File: config.mk
export PLATFORM = sky130hd
export DESIGN_NAME = branch_resolver
export DESIGN_NICKNAME = d
export VERILOG_FILES = /design/src/rtl/bru_pkg.sv /design/src/rtl/pred_fifo.sv /design/src/rtl/branch_resolver.sv
export SDC_FILE = /design/constraint.sdc
export NUM_CORES = 1
export LEC_CHECK = 0
export CORE_ASPECT_RATIO = 0.7
export CORE_UTILIZATION = 50
export CTS_CLUSTER_DIAMETER = 60
export CTS_CLUSTER_SIZE = 10
export DETAILED_ROUTE_END_ITERATION = 12
export DONT_BUFFER_PORTS = 1
export PLACE_DENSITY = 0.68
export SYNTH_ARGS = -nofsm -noshare
export SYNTH_HDL_FRONTEND = slang
export SYNTH_HIERARCHICAL = 1
export SYNTH_SLANG_ARGS = --single-unit
File: constraint.sdc
create_clock -name clk_in -period 5.3 [get_ports clk_in]
set_clock_uncertainty 0.05 [all_clocks]
set_input_delay 1.06 -clock clk_in [delete_from_list [all_inputs] [get_ports clk_in]]
set_output_delay 1.06 -clock clk_in [all_outputs]
set_load 0.005 [all_outputs]
File: src/rtl/bru_pkg.sv
// Shared types and constants for the branch resolution unit.
package bru_pkg;

  // Byte distance to the sequential successor of an instruction.
  localparam int unsigned INSTR_BYTES = 4;

  // Width of the target field held in each queued prediction.
  localparam int unsigned PC_W = 32;

  typedef enum logic {
    RUN,
    FLUSH
  } state_e;

  typedef struct packed {
    logic            pred;
    logic [PC_W-1:0] target;
  } pred_entry_t;

endpackage

File: src/rtl/pred_fifo.sv
// In-order FIFO of fetch-side predictions. Pointers carry one extra wrap bit so
// that full and empty are distinguished without a separate counter. The
// synchronous clear has priority over push and pop.
module pred_fifo
  import bru_pkg::*;
#(
  parameter int unsigned DEPTH = 4
) (
  input  logic        clk_in,
  input  logic        nrst_in,
  input  logic        push_in,
  input  pred_entry_t wdata_in,
  input  logic        pop_in,
  input  logic        clear_in,
  output pred_entry_t rdata_out,
  output logic        full_out,
  output logic        empty_out
);

  localparam int unsigned AW = $clog2(DEPTH);
  localparam logic [AW:0] PTR_ONE = {{AW{1'b0}}, 1'b1};

  logic [AW:0] wptr_q, rptr_q;
  pred_entry_t mem_q [DEPTH];

  // Pointer update; clear resets both pointers, emptying the queue.
  always_ff @(posedge clk_in or negedge nrst_in) begin
    if (!nrst_in) begin
      wptr_q <= '0;
      rptr_q <= '0;
    end else if (clear_in) begin
      wptr_q <= '0;
      rptr_q <= '0;
    end else begin
      if (push_in) wptr_q <= wptr_q + PTR_ONE;
      if (pop_in)  rptr_q <= rptr_q + PTR_ONE;
    end
  end

  // Storage write; contents need no reset since the pointers gate visibility.
  always_ff @(posedge clk_in) begin
    if (push_in && !clear_in) mem_q[wptr_q[AW-1:0]] <= wdata_in;
  end

  assign rdata_out = mem_q[rptr_q[AW-1:0]];
  assign empty_out = (wptr_q == rptr_q);
  assign full_out  = (wptr_q[AW] != rptr_q[AW]) && (wptr_q[AW-1:0] == rptr_q[AW-1:0]);

endmodule

File: src/rtl/branch_resolver.sv
// Branch resolution unit at EX/MEM. Queues the prediction made for every
// fetched instruction, checks it against the actual outcome when the
// instruction resolves, redirects and flushes fetch on a mispredict, and feeds
// the registered outcome of every branch/jump back to the predictor.
// Optional build macro BRU_STATS_EN adds saturating branch/mispredict counters.
// PC is expected to equal bru_pkg::PC_W (width of the queued target field).
module branch_resolver
  import bru_pkg::*;
#(
  parameter int unsigned PC           = PC_W,
  parameter int unsigned DEPTH        = 4,
  parameter int unsigned FLUSH_CYCLES = 2
) (
  input  logic          clk_in,
  input  logic          nrst_in,
  input  logic          fetch_valid_in,
  input  logic          fetch_prediction_in,
  input  logic [PC-1:0] fetch_pc_prediction_in,
  output logic          fetch_ready_out,
  input  logic          exmem_valid_in,
  input  logic          exmem_jmp_br_in,
  input  logic          exmem_taken_in,
  input  logic [PC-1:0] exmem_pc_in,
  input  logic [PC-1:0] exmem_target_in,
  output logic          bpu_update_out,
  output logic          bpu_pc_src_out,
  output logic [PC-1:0] bpu_pc_out,
  output logic [PC-1:0] bpu_target_out,
  output logic          redirect_out,
  output logic [PC-1:0] redirect_pc_out,
  output logic          flush_out,
`ifdef BRU_STATS_EN
  output logic [31:0]   branch_count_out,
  output logic [31:0]   mispredict_count_out,
`endif
  output logic          qerr_out
);

  localparam int unsigned CW = $clog2(FLUSH_CYCLES + 1);

  state_e         state_q, state_d;
  logic [CW-1:0]  cnt_q, cnt_d;
  logic           flush_q, flush_d;

  logic           fifo_full, fifo_empty;
  pred_entry_t    head, wentry;
  logic           run, push, resolve, pop, pop_empty, update;
  logic           target_hit, mispredict;
  logic [PC-1:0]  correct_pc;

  logic           bpu_update_q, bpu_pc_src_q, redirect_q, qerr_q;
  logic [PC-1:0]  bpu_pc_q, bpu_target_q, redirect_pc_q;

  assign run             = (state_q == RUN);
  assign fetch_ready_out = run && !fifo_full;
  assign push            = fetch_valid_in && fetch_ready_out;
  assign resolve         = run && exmem_valid_in;
  assign pop             = resolve && !fifo_empty;
  assign pop_empty       = resolve && fifo_empty;
  assign update          = pop && exmem_jmp_br_in;

  assign wentry = '{pred: fetch_prediction_in, target: PC_W'(fetch_pc_prediction_in)};

  pred_fifo #(
    .DEPTH(DEPTH)
  ) u_pred_fifo (
    .clk_in   (clk_in),
    .nrst_in  (nrst_in),
    .push_in  (push),
    .wdata_in (wentry),
    .pop_in   (pop),
    .clear_in (mispredict),
    .rdata_out(head),
    .full_out (fifo_full),
    .empty_out(fifo_empty)
  );

  assign target_hit = (exmem_target_in == PC'(head.target));
  // Non-branches fall through, so only a taken branch/jump uses its target.
  assign correct_pc = (exmem_jmp_br_in && exmem_taken_in) ? exmem_target_in
                                                           : exmem_pc_in + PC'(INSTR_BYTES);

  // Compare the popped prediction with the actual outcome.
  always_comb begin
    mispredict = 1'b0;
    if (pop) begin
      if (exmem_jmp_br_in) begin
        mispredict = (exmem_taken_in != head.pred) || (exmem_taken_in && !target_hit);
      end else begin
        mispredict = head.pred;
      end
    end
  end

  // Next-state logic: a mispredict opens a flush window of FLUSH_CYCLES cycles.
  always_comb begin
    state_d = state_q;
    cnt_d   = cnt_q;
    flush_d = flush_q;
    case (state_q)
      RUN: begin
        if (mispredict) begin
          state_d = FLUSH;
          cnt_d   = CW'(FLUSH_CYCLES);
          flush_d = 1'b1;
        end
      end
      FLUSH: begin
        if (cnt_q == CW'(1)) begin
          state_d = RUN;
          cnt_d   = '0;
          flush_d = 1'b0;
        end else begin
          cnt_d = cnt_q - CW'(1);
        end
      end
      default: begin
        state_d = RUN;
        cnt_d   = '0;
        flush_d = 1'b0;
      end
    endcase
  end

  // FSM state, flush counter and registered flush output.
  always_ff @(posedge clk_in or negedge nrst_in) begin
    if (!nrst_in) begin
      state_q <= RUN;
      cnt_q   <= '0;
      flush_q <= 1'b0;
    end else begin
      state_q <= state_d;
      cnt_q   <= cnt_d;
      flush_q <= flush_d;
    end
  end

  // Registered predictor update, redirect and sticky queue error.
  always_ff @(posedge clk_in or negedge nrst_in) begin
    if (!nrst_in) begin
      bpu_update_q  <= 1'b0;
      bpu_pc_src_q  <= 1'b0;
      bpu_pc_q      <= '0;
      bpu_target_q  <= '0;
      redirect_q    <= 1'b0;
      redirect_pc_q <= '0;
      qerr_q        <= 1'b0;
    end else begin
      bpu_update_q <= update;
      if (update) begin
        bpu_pc_src_q <= exmem_taken_in;
        bpu_pc_q     <= exmem_pc_in;
        bpu_target_q <= exmem_target_in;
      end
      redirect_q <= mispredict;
      if (mispredict) redirect_pc_q <= correct_pc;
      if (pop_empty) qerr_q <= 1'b1;
    end
  end

  assign bpu_update_out  = bpu_update_q;
  assign bpu_pc_src_out  = bpu_pc_src_q;
  assign bpu_pc_out      = bpu_pc_q;
  assign bpu_target_out  = bpu_target_q;
  assign redirect_out    = redirect_q;
  assign redirect_pc_out = redirect_pc_q;
  assign flush_out       = flush_q;
  assign qerr_out        = qerr_q;

`ifdef BRU_STATS_EN
  logic [31:0] branch_cnt_q, mispredict_cnt_q;

  // Saturating statistics, updated alongside the update/redirect registers.
  always_ff @(posedge clk_in or negedge nrst_in) begin
    if (!nrst_in) begin
      branch_cnt_q     <= '0;
      mispredict_cnt_q <= '0;
    end else begin
      if (update && (branch_cnt_q != '1)) branch_cnt_q <= branch_cnt_q + 32'd1;
      if (mispredict && (mispredict_cnt_q != '1)) begin
        mispredict_cnt_q <= mispredict_cnt_q + 32'd1;
      end
    end
  end

  assign branch_count_out     = branch_cnt_q;
  assign mispredict_count_out = mispredict_cnt_q;
`endif

endmodule

Word-level counts from Yosys, hierarchy flattened
Memories as Yosys holds them, arrays and structs flattened.
Cells that the tools add are included.
{ "classes": {"addsub": 4, "eq_ne": 8, "n_mux": 18, "bitwise_logic": 1, "reduce_logical": 18} }
{ "op_table": {"columns": ["op", "count"], "rows": [
  ["adder 32 x 3 -> 32 bit (second input constant)", 1],
  ["== test 32 bit", 1],
  ["2-to-1 mux 32 bit", 1],
  ["2-to-1 mux 3 bit", 4],
  ["logical AND 1 bit", 10],
  ["2-to-1 mux 1 bit", 8],
  ["adder 3 x 1 -> 3 bit (second input constant)", 2],
  ["zero test 1 bit", 4],
  ["2-to-1 mux 2 bit", 2],
  ["inequality test 2 x 1 -> 1 bit (second input constant)", 2],
  ["one-hot mux 1 bit (2 select lines)", 2],
  ["one-hot mux 2 bit (2 select lines)", 1],
  ["nonzero test 2 bit", 2],
  ["== test 3 bit", 1],
  ["== test 2 x 1 -> 1 bit (second input constant)", 1],
  ["== test 2 bit", 1],
  ["inequality test 1 bit", 2],
  ["AND reduction 2 bit", 1],
  ["subtractor 2 x 1 -> 2 bit (second input constant)", 1],
  ["logical OR 1 bit", 1],
  ["NOT 1 bit", 1]
]} }
{ "word_totals": {"reg_bits": 110, "ramBits": 132, "in_bits": 103, "out_inout_bits": 102, "elab_cells": 62, "n_memories": 1} }
{ "mem_list": {"columns": ["memory", "depth", "width", "rd", "rd_ports_with_merged_regs", "write_ports", "line", "text"], "rows": [
  ["u_pred_fifo.mem_q", 4, 33, 1, 0, 1, "pred_fifo.sv:24", "pred_entry_t mem_q [DEPTH];"]
]} }

Depth between registers and ports, before layout
An unclocked memory read counts as a cell.
{ "logic_depth": {"word_depth": 11, "ltp_mapped": 13, "ltp_nobuf": 9} }

Hierarchy
Netlist, hierarchy kept.
{ "modules_own_cells": {"columns": ["mod", "instances", "cells_each", "area_each_um2", "seq_area_each_um2"], "rows": [
  ["pred_fifo", 1, 210, 5205.0, 4113.9],
  ["branch_resolver", 1, 424, 5167.5, 2602.5]
]} }

Least setup slack after synthesis
No wires, ideal clock.
{ "synth_timing": {"kind": "register -> register", "startpoint": "register u_pred_fifo.rptr_q[0]", "endpoint": "memory u_pred_fifo/mem_q[0][0] (netlist bit) (enable)", "setup_ns": 0.393, "t_arrival_ns": 3.758, "required_time_ns": 4.857, "path_slack_ns": 1.099, "path_stages_with_launch": 14, "path_buffers": 4, "synth_period_minus_slack_ns": 4.201, "path_cell_list": "dfrtp_1 buf_6 buf_12 mux4_2 xnor2_1 nand4_1 or4_4 nor3_4 or2_1 buf_6 inv_4 clkbuf_1 nor2b_1 and2_1"} }
{ "synth_rtl": {"columns": ["item", "line", "text"], "rows": [
  ["start, declared", "pred_fifo.sv:23", "logic [AW:0] wptr_q, rptr_q;"],
  ["start signal, assigned", "pred_fifo.sv:36", "if (pop_in) rptr_q <= rptr_q + PTR_ONE;"],
  ["end, declared", "pred_fifo.sv:24", null]
]} }

==> results.md <==
* Part of the Yosys area used for sequential elements at approximately 65%
* Area delta synth->final at 9.722%
* Yosys top cell area share at 38.21%
* Hold buffer count at cts at 0
* Mapped cell area at 10370 um^2
* Row count at 43
* Area leader, netlist: edfxtp_1
* Post-CTS sizing at 0
* Total CTS buffers at 28
* Setup TNS at 0 ns
* Initial antenna violation count at 0
* DR vias at 5493
* Core area at 20070 um^2
* VDD IR max at 297.2 uV
* Min Clock Period, post-route at ~4.7 ns
* Initial Util at 51.69%
* Commonest cells in the netlist: edfxtp_1, dfrtp_1, mux2_2
* RSZ-0062 raised after global routing: false
* Finish-stage setup viols at 0
* Avg Inst Size Synth at 16.36 um^2
* Multi-input gate area at between 3000 and 4000 um^2
* Pwr Total at 6.288 mW
* Core Util, Final at 56.71%
* Post-route clock period utilization at 89.46%
* Iteration-0 DRC Markers at 415
* Drt pass-1 iters at 4
* Clock tree buffer depth at 3
* GRT Resource Usage Total at 22.38%
* Routed len/inst at roughly 25 um
* Sequential cell area at 6718 um^2
* Final instance area at roughly 11000 um^2
* Power per cell area at 552.5 nW/um^2
* Leakage Power at ~4 nW
* HP Class: in -> async
* Total gr overflow at 0
* Syn Nets at around 740
* Startpoint Class: register
* Max-slew violations at 0
* Worst-Skew Late Latency at roughly 0.54 ns
* Top-count cell post-synth: edfxtp_1
* ANT cells at 0
* Met1 WL at approximately 10000 um
* Die W at 174.2 um
* EDFF count, synth at 132
* Area of placed instances at about 11000 um^2
* Area contributors post-synth: edfxtp_1, dfrtp_1, mux2_2, mux4_2, mux2_4
* WS Path Type: reg -> reg
* Crit Path Max Fanout at 37
* Die area at about 21000 um^2
* Vias in the first global route at 5734
* Final wirelength at 23780 um
* Average vias per placed instance at 5.881
* # fillers at approximately 1600
* Top FF cell, synth: edfxtp_1
* Wire length on met3 at 2453 um
* Hpwl dp at around 17000 um
* Syn Inst Count at 634
* Flops & latches, synth at 242
* I/O pin cnt at a little over 200
* Die height at 122.5 um
* Max H-tree Level at 1
* Fin nets at 757
* Synth unique cells at 43
* Root Buffer Master: clkbuf_16
* Worst Max-Slew Pin Slew at 1.097 ns
* Synth warn at 6
* CTS tree: done
* TritonCTS sink count at 242
* Top routing layer in use: met4
* CP Capture Type: register
* Routed Antenna Nets at 0
* Async set-reset flop share out of synthesis at 45.45%
* Layout cell share with drive strength beyond 1 at 24.55%
* Post-CTS setup buffers at 0
* Status: finished clean
* Pin count of the biggest net entering global routing at between 100 and 150
* Worst Path Arrival at just under 5 ns
* Final hold vios at 0
* Required time worst endpoint at 5.41 ns
* Drt drc at 0
* Placer Congestion at 0.8348
* Maximum clock rate at between 200 and 250 MHz
* Slew headroom at 26.26%
* Input/output buffers at 0
* WL met2 at approximately 11000 um
* First-pass GRT wire length at 35170 um
* Max_cap viols at 0
* Worst-path clk slew at 0.06 ns
[stage by stage]
step                hold slack [ns]  setup slack (ns)  instances
finish                       0.1717            0.5587        934
global placement             0.4180            0.7615        887
CTS                          0.1447            0.5425        934
floorplan                    0.3953             1.099        634
detailed placement           0.4527            0.5530        887
global route                 0.1420            0.2332        934
[worst max-delay path, stage by stage, from the launching register on]
cell and delay, ns:
dfrtp_1 0.85, buf_4 0.33, mux4_2 0.33, xor2_1 0.21
nor4_1 0.53, nand4_1 0.30, nor3_4 0.27, or2_1 0.31
inv_4 0.27, nor2b_1 0.27, and2_1 0.15, buf_4 0.42
[cells in the final DEF, fill, tap and decap left out, types with 7 or more instances in the layout]
cell / netlist / layout
nand2_1: 30 / 30
nand3_1: 19 / 19
o22ai_1: 8 / 8
mux2_4: 20 / 20
clkbuf_1: 10 / 17
clkbuf_16: 0 / 28
xnor2_1: 34 / 34
mux4_2: 28 / 28
mux2_2: 65 / 65
nor2_1: 13 / 13
dfrtp_1: 110 / 109
buf_4: 0 / 9
a2bb2oi_1: 10 / 10
ha_1: 7 / 7
nand4_1: 12 / 12
xor2_1: 30 / 30
inv_1: 7 / 7
o21ai_0: 30 / 30
edfxtp_1: 132 / 132
[layout make-up]
type / instances / share of cell area, %
sequential: 242 / 59.03
multi-input combinational: 357 / 30.01
clock buffer: 45 / 6.717
tap: 270 / 2.968
timing repair buffer: 10 / 0.7696
inverter: 8 / 0.2858
clock inverter: 2 / 0.2199
[registers in the layout, indices dropped and copies added, names as in the netlist, 2 cells and up]
register	count
u_pred_fifo/mem_q	132
bpu_pc_out	32
bpu_target_out	32
redirect_pc_out	32
u_pred_fifo/rptr_q	3
u_pred_fifo/wptr_q	3
cnt_q	2
[power by group]
part / switching, mW / leakage, nW / internal, mW / total (mW)
sequential: 0.450 / 2.51 / 2.59 / 3.04
combinational: 0.685 / 1.23 / 0.883 / 1.57
clock: 0.708 / 0.377 / 0.977 / 1.68
[layer usage]
metal | global-route usage, % | vias to the layer above
met5 | 0 | -
met4 | 5.318 | 0
met3 | 8.209 | 33
met2 | 34.23 | 216
met1 | 30.66 | 2815
li1 | - | 2429
[worst paths after layout]
check,startpoint,to,slack [ns],cells after the start
max,u_pred_fifo/rptr_q[1]$_DFFE_PN0P_,u_pred_fifo/mem_q[3][18]$_DFFE_PP_,0.56,11
min,nrst_in,u_pred_fifo/wptr_q[2]$_DFFE_PN0P_,0.17,0
max reg2reg,u_pred_fifo/rptr_q[1]$_DFFE_PN0P_,u_pred_fifo/mem_q[3][18]$_DFFE_PP_,0.56,11
min reg2reg,cnt_q[0]$_DFFE_PN0P_,cnt_q[0]$_DFFE_PN0P_,0.46,1
max in group asynchronous,nrst_in,bpu_target_out[20]$_DFFE_PN0P_,4.87,0
min in group clk_in,cnt_q[0]$_DFFE_PN0P_,cnt_q[0]$_DFFE_PN0P_,0.46,1
[kinds of logic after synthesis]
kind of cell / synth area share [%]
adder cells (fa/ha/maj): 0.8444
multiplexers: 17.88
XOR/XNOR: 5.404
flip-flops: 64.75
buffers and inverters: 2.328
AND/OR/NAND/NOR: 5.501
AO/OA/AOI/OAI: 3.293
Power figures use the tool's default switching activity.
==> edit 1: new RTL, same flow settings <==
Register the input `exmem_target_in` before use. The logic sees it one clock later. The other inputs are not delayed to match.
--- a/src/rtl/branch_resolver.sv
+++ b/src/rtl/branch_resolver.sv
@@ -39,4 +39,10 @@
   localparam int unsigned CW = $clog2(FLUSH_CYCLES + 1);
 
+  logic [PC-1:0] exmem_target_q;
+
+  always_ff @(posedge clk_in) begin
+    exmem_target_q <= exmem_target_in;
+  end
+
   state_e         state_q, state_d;
   logic [CW-1:0]  cnt_q, cnt_d;
@@ -76,7 +82,7 @@
   );
 
-  assign target_hit = (exmem_target_in == PC'(head.target));
+  assign target_hit = (exmem_target_q == PC'(head.target));
   // Non-branches fall through, so only a taken branch/jump uses its target.
-  assign correct_pc = (exmem_jmp_br_in && exmem_taken_in) ? exmem_target_in
+  assign correct_pc = (exmem_jmp_br_in && exmem_taken_in) ? exmem_target_q
                                                            : exmem_pc_in + PC'(INSTR_BYTES);
 
@@ -151,5 +157,5 @@
         bpu_pc_src_q <= exmem_taken_in;
         bpu_pc_q     <= exmem_pc_in;
-        bpu_target_q <= exmem_target_in;
+        bpu_target_q <= exmem_target_q;
       end
       redirect_q <= mispredict;
Check against the original RTL: not equivalent (a bounded check fails within 4 cycles, from zero or initial values and one cycle with nrst_in low).
==> edit 1 against the original RTL <==
  * Synthesized area is 7.0% higher
  * Critical path type unchanged
  * Sequential cell count is 32 higher
  * Final area is 7.4% higher
  * Power is 7.4% higher
  * Setup slack better by 0.35 ns
  * Via count is 7.5% higher
  * Routed wire length is 5.8% higher
  * Cell count is 7.3% higher
  * Synthesized cell count is 6.5% higher
==> edit 1: results (changes against the original RTL) <==
stage;metric;value;unit;change
setup_path;crit_path_top_delay_cell;dfrtp_2;;
global_route;grt_pass1_wl;37700;um;+7.2%
final_layout;drive_gt1_share;24.6;%;+0.035 points
power;vdd_drop_max;0.331;mV;+11%
drt;dr_total_vias;5906;;+7.5%
drt;m1WireLength;10800;um;+8.0%
power;internal_power;4.83;mW;+8.6%
drt;dr_wl_met3;2360;um;-3.7%
setup_path;critPathMaxFanout;33;;-11%
final_layout;fin_cells;1002;;+7.3%
place;dp_hpwl;17700;um;+4.2%
global_route;grtUsageMet3;7.52;%;-0.69 points
setup_path;arrival;4.51;ns;-0.35 ns
global_route;gr-usage-all-layers;22.3;%;-0.062 points
run_status;status;completed;;
clock_tree;cts.clk_slew.worst_paths;0.06;ns;about the same
yosys;async_reset_ff_share;40.1;%;-5.3 points
yosys;syn_inst;675;;+6.5%
yosys;ys.warnings.count;6;;unchanged
yosys;synth_cell_types;49;;+14%
power;p_clk;1.87;mW;+11%
power;leakage;4.54;nW;+10%
drt;drt_iter0_drc;432;;+4.1%
place;place_worst_setup_slack;0.891;ns;+0.338 ns
yosys;synthAdderAreaFrac;0.789;%;-0.055 points
global_route;use_met1;31.0;%;+0.29 points
sta;final.min_clock_period;4.39;ns;-0.354 ns
yosys;syn_nets;785;;+5.5%
setup_path;max_stage_delay;0.73;ns;-0.12 ns
global_route;busiest_layer;met2;;
yosys;seq_area_frac_synth;66.3;%;+1.5 points
power;seqPwrFrac;49.0;%;+0.7 points
place;gp_congestion;0.819;;-1.9%
global_route;grtUsageMet2;34.7;%;+0.45 points
power;p_total;6.75;mW;+7.4%
drt;wirelength;25100;um;+5.8%
yosys;synth_common_cells;132 x edfxtp_1, 110 x dfrtp_1, 73 x mux2_2;;
sta;worst-slew-pin-transition;1.05;ns;-0.0447 ns
clock_tree;cts_inserted_buffers;31;;+11%
place;dpl_cell_area;11300;um^2;+7.0%
place;place_inst;944;;+6.4%
yosys;synth_compound_area_share;2.55;%;-0.75 points
yosys;synth.mux.area_fraction;17.5;%;-0.34 points
yosys;synth_xor_area_share;4.73;%;-0.67 points
global_route;grt_pass1_vias;6058;;+5.7%
final_layout;final_nets;805;;+6.3%
drt;routed-wl-met2;11700;um;+7.2%
[edit 1: cell types whose count changed after synthesis, moves of 3 or more]
| cell | before | now |
|---|---|---|
| dfxtp_1 | 0 | 32 |
| nand2_1 | 30 | 45 |
| a2bb2oi_1 | 10 | 2 |
| mux2_2 | 65 | 73 |
| xor2_1 | 30 | 22 |
| o22ai_1 | 8 | 1 |
| inv_1 | 7 | 12 |
| nand3_1 | 19 | 14 |
| clkbuf_1 | 10 | 6 |
| xnor2_1 | 34 | 38 |
| buf_2 | 9 | 12 |
| nand4_1 | 12 | 15 |
[edit 1: final timing paths]
| kind | endpoint | depth (start not counted) | slack (ns) | startpoint |
|---|---|---|---|---|
| min in group clk_in | bpu_pc_out[23]$_DFFE_PN0P_ | 1 | 0.48 | bpu_pc_out[23]$_DFFE_PN0P_ |
| min | bpu_pc_out[6]$_DFFE_PN0P_ | 0 | 0.17 | nrst_in |
| max in group asynchronous | bpu_target_out[1]$_DFFE_PN0P_ | 0 | 4.81 | nrst_in |
| max | u_pred_fifo/mem_q[1][5]$_DFFE_PP_ | 11 | 0.91 | u_pred_fifo/rptr_q[0]$_DFFE_PN0P_ |
| max reg2reg | u_pred_fifo/mem_q[1][5]$_DFFE_PP_ | 11 | 0.91 | u_pred_fifo/rptr_q[0]$_DFFE_PN0P_ |
| min reg2reg | bpu_pc_out[23]$_DFFE_PN0P_ | 1 | 0.48 | bpu_pc_out[23]$_DFFE_PN0P_ |
[edit 1: final cells by class]
cell class / instances / area (um^2)
sequential: 274 / 7360
clock inverter: 2 / 17.5
timing repair buffer: 12 / 90.1
clock buffer: 56 / 870
inverter: 12 / 45.0
fill: 1681 / 9510
tap: 282 / 353
multi-input combinational: 364 / 3490
==> edit 2: new RTL, config.mk and constraints unchanged <==
Made on the original files. The option `BRU_STATS_EN` is turned on by a define.
--- a/src/rtl/branch_resolver.sv
+++ b/src/rtl/branch_resolver.sv
@@ -5,4 +5,6 @@
 // Optional build macro BRU_STATS_EN adds saturating branch/mispredict counters.
 // PC is expected to equal bru_pkg::PC_W (width of the queued target field).
+`define BRU_STATS_EN
+
 module branch_resolver
   import bru_pkg::*;
Check against the original RTL (old outputs only; new: branch_count_out and mispredict_count_out): equivalent (Yosys induction, for registers that start in step).
==> edit 2 against the original RTL <==
  * Setup slack better by 0.51 ns
  * Die area grew 30%
  * Synthesized area is 31% higher
  * Routed wire length is 45% higher
  * First-iteration DRC count is 54% higher
  * Hold slack better by 0.022 ns
  * Power increased by 17%
  * Final area increased by 31%
  * Critical path depth shrank 1
  * Sequential cell count increased by 64
  * Critical path type unchanged
  * Highest routed layer unchanged
==> edit 2: results (changes against the original RTL) <==
stage;metric;value;unit;change
run_status;status;completed;;
setup_path;max_stage_delay;0.78;ns;-0.07 ns
yosys;synth_cell_types;56;;+30%
setup_path;reg2reg_slack;1.07;ns;+0.51 ns
global_route;grt_max_degree;175;;+58%
power;vdd_drop_max;0.321;mV;+7.9%
clock_tree;post_cts_buffers;0;;unchanged
yosys;synth_common_cells;260 x nand2_1, 174 x dfrtp_1, 132 x edfxtp_1;;
clock_tree;clk_latency;0.52;ns;-0.02 ns
drt;avgViaCountPerCell;5.83;;-0.95%
setup_path;crit_path_top_delay_cell;dfrtp_2;;
power;internal_power;5.06;mW;+14%
global_route;gr-usage-all-layers;24.9;%;+2.5 points
place;gp_congestion;0.899;;+7.7%
global_route;grt_pass1_vias;8576;;+50%
power;leakage;6.13;nW;+49%
global_route;grt_pass1_wl;51600;um;+47%
clock_tree;cts-htree-levels;2;;+1
final_layout;largest_reg_flops;132;;unchanged
clock_tree;cts-root-buf;clkbuf_16;;
setup_path;critPathMaxFanout;23;;-38%
setup_path;rr_worst_depth;10;;-1
final_layout;final_nets;1207;;+59%
yosys;seq_area_frac_synth;61.4;%;-3.4 points
drt;first_pass_iters;5;;+1
yosys;synthTopCellsByArea;dfrtp_1 32%, edfxtp_1 29%, nand2_1 7.2%;;
setup_path;crit_family;simple AND/OR/NAND/NOR gates;;
drt;drt_iter0_drc;640;;+54%
final_layout;drive_gt1_share;10.1;%;-14 points
place;dp_hpwl;24100;um;+42%
sta;holdWs;0.194;ns;+0.0220 ns
setup_path;arrival;4.40;ns;-0.46 ns
drt;wl_per_cell;23.3;um;-8.3%
clock_tree;cts.clk_slew.worst_paths;0.06;ns;about the same
yosys;async_reset_ff_share;56.9;%;+11 points
global_route;antenna_found_initial;1;;+1
worst_hold_path;min_path_type;input pin to async pin;;
final_layout;fillCellCount;2167;;+38%
sta;worst-slew-pin-transition;1.06;ns;-0.0338 ns
setup_path;cp-startpoint;u_pred_fifo/rptr_q[0]$_DFFE_PN0P_;;
clock_tree;cts_inserted_buffers;36;;+29%
setup_path;setup.worst_path.end;u_pred_fifo/mem_q[0][1]$_DFFE_PP_;;
## edit 2: cells by family (layout without fill, tap and decap cells)
logic type	after synthesis	after routing	share of synthesized area, %
compound gates	50	50	2.30
xor+xnor	122	122	7.89
fa+ha+maj	9	9	0.831
buf+inv	53	78	2.08
flops	306	306	61.4
mux	68	68	8.49
other cells	0	1	0
simple gates	479	479	17.0
## edit 2: area by class of cell
cell class | count | area [um^2] | area share (%)
inverter | 8 | 30.0 | 0.201
tap | 364 | 455 | 3.06
timing repair buffer | 15 | 125 | 0.839
clock buffer | 52 | 982 | 6.59
antenna | 1 | 2.50 | 0.0168
clock inverter | 3 | 22.5 | 0.151
sequential | 306 | 8320 | 55.8
multi-input combinational | 728 | 4970 | 33.3
## edit 2: through the flow
stage / total power [mW] / instances / instance area [um^2] / util (%) / worst slack, ns
finish: 7.33 / 1477 / 14900 / 55.9 / 1.07
global route: 7.71 / 1476 / 14900 / 55.9 / 0.796
CTS: 7.40 / 1476 / 14900 / 55.9 / 1.01
detailed placement: 5.19 / 1421 / 13900 / 52.2 / 1.02
global placement: 5.12 / 1421 / 13900 / 52.2 / 1.12
floorplan: 4.71 / 1087 / 13600 / - / 1.55
## edit 2: power by group through the flow
stage	Combinational (mW)	Sequential, mW	Clock (mW)
after detailed placement	1.52	3.67	0
after floorplan	1.29	3.42	0
after global placement	1.46	3.65	0
after global routing	1.69	3.69	2.33
after CTS	1.53	3.63	2.24
final	1.52	3.63	2.18
## edit 2: per-layer routing
metal / global-route usage (%) / wire length, um / up-vias
met5: 0 / 0 / -
met1: 35.8 / 15500 / 4320
met2: 35.3 / 14900 / 361
met4: 8.83 / 902 / 0
met3: 7.78 / 3210 / 64
li1: - / - / 3859
